--- src/rtl/oct_scan_ctrl_pkg.sv ---
// rtl/oct_scan_ctrl_pkg.sv - shared constants and scan-state type for the octal display scanner
package oct_scan_ctrl_pkg;

    localparam logic [6:0] SEG_OFF = 7'h7F;
    localparam logic [2:0] AN_OFF  = 3'b111;

    typedef enum logic [1:0] {
        IDLE,
        DIG0,
        DIG1,
        DIG2
    } scan_state_t;

endpackage

--- src/rtl/oct_scan_timer.sv ---
// rtl/oct_scan_timer.sv - per-digit slot counter with ghost-suppression gap flag
module oct_scan_timer #(
    parameter int REFRESH_DIV = 50000,
    parameter int GAP         = 2
) (
    input  logic clk,
    input  logic rst_n,
    input  logic run,
    output logic slot_end,
    output logic gap_active
);

    localparam int CW = (REFRESH_DIV > 1) ? $clog2(REFRESH_DIV) : 1;

    logic [CW-1:0] cnt;

    assign slot_end   = (cnt == CW'(REFRESH_DIV - 1));
    assign gap_active = (cnt < CW'(GAP));

    // Held at zero while not scanning so every slot sequence starts cleanly.
    always_ff @(posedge clk or negedge rst_n) begin
        if (!rst_n) begin
            cnt <= '0;
        end else if (!run || slot_end) begin
            cnt <= '0;
        end else begin
            cnt <= cnt + CW'(1);
        end
    end

endmodule

--- src/rtl/oct_scan_ctrl.sv ---
// rtl/oct_scan_ctrl.sv - 3-digit octal display scan controller with frame-aligned double buffering
module oct_scan_ctrl
    import oct_scan_ctrl_pkg::*;
#(
    parameter int REFRESH_DIV = 50000,
    parameter int GAP         = 2
) (
    input  logic       CLK,
    input  logic       RST_N,
    input  logic       EN,
    input  logic       LOAD,
    input  logic [7:0] VALUE,
    input  logic       LZB,
    input  logic [6:0] DEC_SEG,
    output logic [2:0] DEC_A,
    output logic [2:0] AN,
    output logic [6:0] SEG,
    output logic       UPD_ACK
);

    scan_state_t state;
    scan_state_t state_nxt;

    logic [7:0] shadow;
    logic [7:0] active;
    logic       pending;
    logic       shown;
    logic       slot_end;
    logic       gap_active;
    logic       run;
    logic       frame_edge;
    logic       commit;
    logic       blank1;
    logic       blank2;

    assign run    = EN && (state != IDLE);
    assign blank2 = LZB && (active[7:6] == 2'd0);
    assign blank1 = blank2 && (active[5:3] == 3'd0);

    // Once a value has been shown, re-enabling resumes scanning without a fresh LOAD.
    assign frame_edge = EN && (((state == IDLE) && (pending || LOAD || shown)) ||
                               ((state == DIG2) && slot_end));
    assign commit     = frame_edge && (pending || LOAD);

    oct_scan_timer #(
        .REFRESH_DIV(REFRESH_DIV),
        .GAP        (GAP)
    ) u_timer (
        .clk       (CLK),
        .rst_n     (RST_N),
        .run       (run),
        .slot_end  (slot_end),
        .gap_active(gap_active)
    );

    always_ff @(posedge CLK or negedge RST_N) begin
        if (!RST_N) begin
            state <= IDLE;
        end else begin
            state <= state_nxt;
        end
    end

    always_comb begin
        state_nxt = state;
        DEC_A     = 3'd0;
        AN        = AN_OFF;
        case (state)
            IDLE: begin
                if (frame_edge) state_nxt = DIG0;
            end
            DIG0: begin
                DEC_A = active[2:0];
                if (!gap_active) AN = 3'b110;
                if (!EN)           state_nxt = IDLE;
                else if (slot_end) state_nxt = DIG1;
            end
            DIG1: begin
                DEC_A = active[5:3];
                if (!gap_active && !blank1) AN = 3'b101;
                if (!EN)           state_nxt = IDLE;
                else if (slot_end) state_nxt = DIG2;
            end
            DIG2: begin
                DEC_A = {1'b0, active[7:6]};
                if (!gap_active && !blank2) AN = 3'b011;
                if (!EN)           state_nxt = IDLE;
                else if (slot_end) state_nxt = DIG0;
            end
            default: state_nxt = IDLE;
        endcase
    end

    always_ff @(posedge CLK or negedge RST_N) begin
        if (!RST_N) begin
            shadow  <= 8'd0;
            active  <= 8'd0;
            pending <= 1'b0;
            shown   <= 1'b0;
            UPD_ACK <= 1'b0;
            SEG     <= SEG_OFF;
        end else begin
            UPD_ACK <= commit;
            SEG     <= run ? DEC_SEG : SEG_OFF;
            if (LOAD) shadow <= VALUE;
            // A LOAD landing exactly on the boundary bypasses the shadow.
            if (commit) begin
                active  <= LOAD ? VALUE : shadow;
                pending <= 1'b0;
                shown   <= 1'b1;
            end else if (LOAD) begin
                pending <= 1'b1;
            end
        end
    end

endmodule

--- config.mk ---
export PLATFORM = sky130hd
export DESIGN_NAME = oct_scan_ctrl
export DESIGN_NICKNAME = d
export VERILOG_FILES = /design/src/rtl/oct_scan_ctrl_pkg.sv /design/src/rtl/oct_scan_timer.sv /design/src/rtl/oct_scan_ctrl.sv
export SDC_FILE = /design/constraint.sdc
export NUM_CORES = 1
export LEC_CHECK = 0
export ABC_AREA = 1
export CORE_MARGIN = 8
export CORE_UTILIZATION = 55
export CTS_BUF_LIST = sky130_fd_sc_hd__clkbuf_2
export DETAILED_ROUTE_END_ITERATION = 8
export PLACE_DENSITY = 0.82
export SYNTH_ARGS = -nofsm -noshare
export SYNTH_HDL_FRONTEND = slang
export SYNTH_SLANG_ARGS = --single-unit
export TNS_END_PERCENT = 50
--- constraint.sdc ---
create_clock -name CLK -period 2 [get_ports CLK]
set_clock_uncertainty 0.2 [all_clocks]
set_input_delay 0.4 -clock CLK [delete_from_list [all_inputs] [get_ports CLK]]
set_output_delay 0.4 -clock CLK [all_outputs]
set_load 0.1 [all_outputs]
==> run_results.csv, run 1 <==
group,metric,value,unit
placed_design,port_buffers,33,
timing,fin_crit_sh,118.1,%
clock_tree,path_clk_slew,0.22,ns
timing,rsz0062_at_grt,"true",
critical_path,startpoint_type,"flop",
detailed_routing,vias,1794,
job,cap_violations,0,
detailed_routing,first_iter_violations,119,
timing,fin_crit,2.361,ns
critical_path,worstPathArrival,1.76,ns
timing,finalSetupViolCount,6,
synthesis,syn_area,2105,um^2
global_route,gr-total-overflow,0,
global_route,grtUsageTotal,16.41,%
floorplan,die_w,77.86,um
pwr,cellPowerDensity,1095,nW/um^2
pwr,switchingPower,1.434,mW
synthesis,synth.most_common_cell,"nand2_1",
pwr,p_sw_share,45.04,%
global_route,antenna_found_initial,0,
critical_path,critPathMaxFanout,3,
critical_path,crit_slowest_cell,"dfrtp_1",
layout,seqCellArea,1112,um^2
pwr,combPwrFrac,50.1,%
pwr,seqPwrFrac,38.0,%
synthesis,synth_nets,269,
run_status,status,"complete, but fails checks",
timing,hold_ws,0.2357,ns
layout,fillerInstances,233,
critical_path,crit_required,1.40,ns
floorplan,io-pin-count,34,
clock_tree,clock_sinks,44,
synthesis,seq_area_frac_synth,52.73,%
run_status,failed_checks,"negative setup slack",
pwr,p_int,1.749,mW
clock_tree,cts_max_path_buffers,2,
synthesis,synthCells,248,
clock_tree,cts_tree,"yes",
detailed_routing,antenna_left,0,
clock_tree,h-tree-depth,2,
synthesis,synthTopCellsByArea,"dfrtp_1, nand2_1, dfstp_2, nand2_2, inv_1",
floorplan,die_h,77.86,um
critical_path,max_stage_delay,0.43,ns
timing,setup-tns-final,-1.430,ns
clock_tree,clock_latency,0.41,ns
synthesis,ys_async_sr_fraction,100.0,%
timing,final.setup.worst_slack,-0.3611,ns
synthesis,ys_ff_latch,44,
global_route,grt_max_degree,45,
floorplan,initial_core_util,57.48,%
detailed_routing,route.detailed.drc,0,
layout,area_growth,38.11,%
pwr,clockPowerShare,11.9,%
layout,multi_input_area,912.1,um^2
detailed_routing,via_per_inst,5.025,
floorplan,num_rows,22,
critical_path,cp_top_family,"simple AND/OR/NAND/NOR gates",
critical_path,path_cells,"nor2_2 -> nand2_2 -> nor4_4 -> nand4_1 -> nand2_1 -> buf_12",
timing,worst_pin_slew,0.3213,ns
placed_design,hpwl,3.475,mm
synthesis,synth_top_area_share,44.00,%
clock_tree,cts_buffers,5,
critical_path,critPathKind,"flop to output port",
detailed_routing,wl_per_cell,13.15,um
pwr,ir_worst_vdd,0.0007674,V
detailed_routing,wl,4.695,mm
layout,antennaDiodeCount,0,
detailed_routing,drtPass1Iterations,4,
placed_design,post-place-cells,343,
synthesis,synth_cell_types,34,
synthesis,ys.warnings.count,0,
layout,nets,329,
global_route,grt_pass1_vias,1853,
global_route,grt_pass1_wl,8.100,mm
layout,drive_gt1_share,33.66,%
timing,hold_viol,0,
synthesis,synth_common_cells,"nand2_1, dfrtp_1, inv_1, nor2_1, nand2_2",
floorplan,fp.coreArea,3661,um^2
timing,max_freq,0.4235,GHz
timing,slew_headroom,78.41,%
pwr,leakagePower,1.377,nW
synthesis,synth_edf_count,0,
floorplan,die-area,6061,um^2
timing,slew_violations,0,
clock_tree,cts_root_buffer,"clkbuf_2",
critical_path,end_kind,"output port",
synthesis,ys.flop_type,"dfrtp_1",
placed_design,globalplace.congestion,0.8861,
worst_hold_path,hold_path_class,"primary input to flop",
pwr,power,3.183,mW
critical_path,cp.buffers_inverters,1,
layout,fin_cells,357,
synthesis,synth_area_per_cell,8.486,um^2
synthesis,yosys.area.top_type,"dfrtp_1",
## worst min-delay path, cell delays in order
cell,delay [ns]
clkdlybuf4s50_1,0.39
inv_1,0.05
nand2_1,0.04
## power by group through the flow
stage               combinational, mW  clock [mW]  sequential [mW]
floorplan                       0.760           0             1.43
global placement                 1.50           0             1.19
detailed placement               1.54           0             1.20
CTS                              1.56       0.377             1.19
global route                     1.69       0.410             1.23
finish                           1.59       0.378             1.21
## placed cells by master (no fill, tap or decap), types with 3 or more instances in the layout
| master | count |
|---|---|
| dfrtp_1 | 35 |
| nand2_1 | 64 |
| a21oi_1 | 9 |
| clkbuf_2 | 7 |
| nand4_1 | 5 |
| buf_4 | 20 |
| inv_1 | 24 |
| nor2_4 | 3 |
| buf_12 | 15 |
| clkdlybuf4s50_1 | 18 |
| o21ai_1 | 5 |
| dfstp_2 | 7 |
| inv_2 | 5 |
| nor2_1 | 18 |
| nand3_1 | 6 |
| nand3_2 | 3 |
| nand2_2 | 27 |
| nor3_1 | 6 |
| nor2_2 | 5 |
## metal layers
layer,wire length (um),global-route usage (%)
met2,2515,29.16
met1,1950,18.21
met4,77,6.226
met3,152,4.378
met5,0,0
## cell type report
cell class / instances / share of cell area (%)
tap: 48 / 2.066
timing repair buffer: 56 / 22.60
inverter: 32 / 4.305
sequential: 44 / 38.27
clock inverter: 1 / 0.1722
clock buffer: 7 / 1.205
multi-input combinational: 169 / 31.38
## cell families after synthesis
logic type      count (synthesis)  share of synthesized area [%]
simple gates                  142                          31.57
flops                          44                          52.74
buf+inv                        35                          7.372
compound gates                 23                          6.480
xor+xnor                        3                          1.249
fa+ha+maj                       1                         0.5944
## flip-flops by register name, indices dropped and copies added, names as in the netlist
signal,flops
u_timer.cnt,16
active,8
shadow,8
SEG,7
state,2
UPD_ACK,1
pending,1
shown,1
## timing repair
action / 4_1_cts / 5_1_grt
endpoints found under the setup margin: 6 / 6
hold buffers: 1 / 0
setup buffers: 3 / 2
pin swaps: 3 / 2
endpoints found under the hold margin: 44 / 0
gates resized for setup: 9 / 12
## final timing paths
| path | start | to | slack (ns) | cells past startpoint |
|---|---|---|---|---|
| min in group asynchronous | RST_N | u_timer.cnt[6]$_DFF_PN0_ | 0.26 | 3 |
| worst min-delay path | DEC_SEG[4] | SEG[4]$_DFF_PN1_ | 0.24 | 3 |
| worst max register to register | u_timer.cnt[11]$_DFF_PN0_ | active[3]$_DFFE_PN0P_ | 0.06 | 12 |
| worst max-delay path | u_timer.cnt[11]$_DFF_PN0_ | AN[1] | -0.36 | 6 |
| max in group asynchronous | RST_N | SEG[6]$_DFF_PN1_ | 1.05 | 3 |
| worst min register to register | u_timer.cnt[0]$_DFF_PN0_ | u_timer.cnt[0]$_DFF_PN0_ | 0.28 | 1 |
## metrics by stage
step                      area (um^2)  setup WS [ns]  utilization (%)
after floorplan                  2113        -0.5386                -
after global placement           2749       -0.08375            75.09
after detailed placement         2749        -0.1515            75.09
after CTS                        2860        -0.3892            78.13
after global routing             2907        -0.5051            79.39
final                            2907        -0.3611            79.39
(Power assumes the default switching activity.)
==> run 2: changes to the inputs <==
--- a/config.mk
+++ b/config.mk
@@ -6,6 +6,7 @@
 export NUM_CORES = 1
 export LEC_CHECK = 0
 export ABC_AREA = 1
+export CAP_MARGIN = 25
 export CORE_MARGIN = 8
 export CORE_UTILIZATION = 55
 export CTS_BUF_LIST = sky130_fd_sc_hd__clkbuf_2
==> results of run 2 <==
Same layout as run 1: the final DEF is identical, and so are final timing and power.
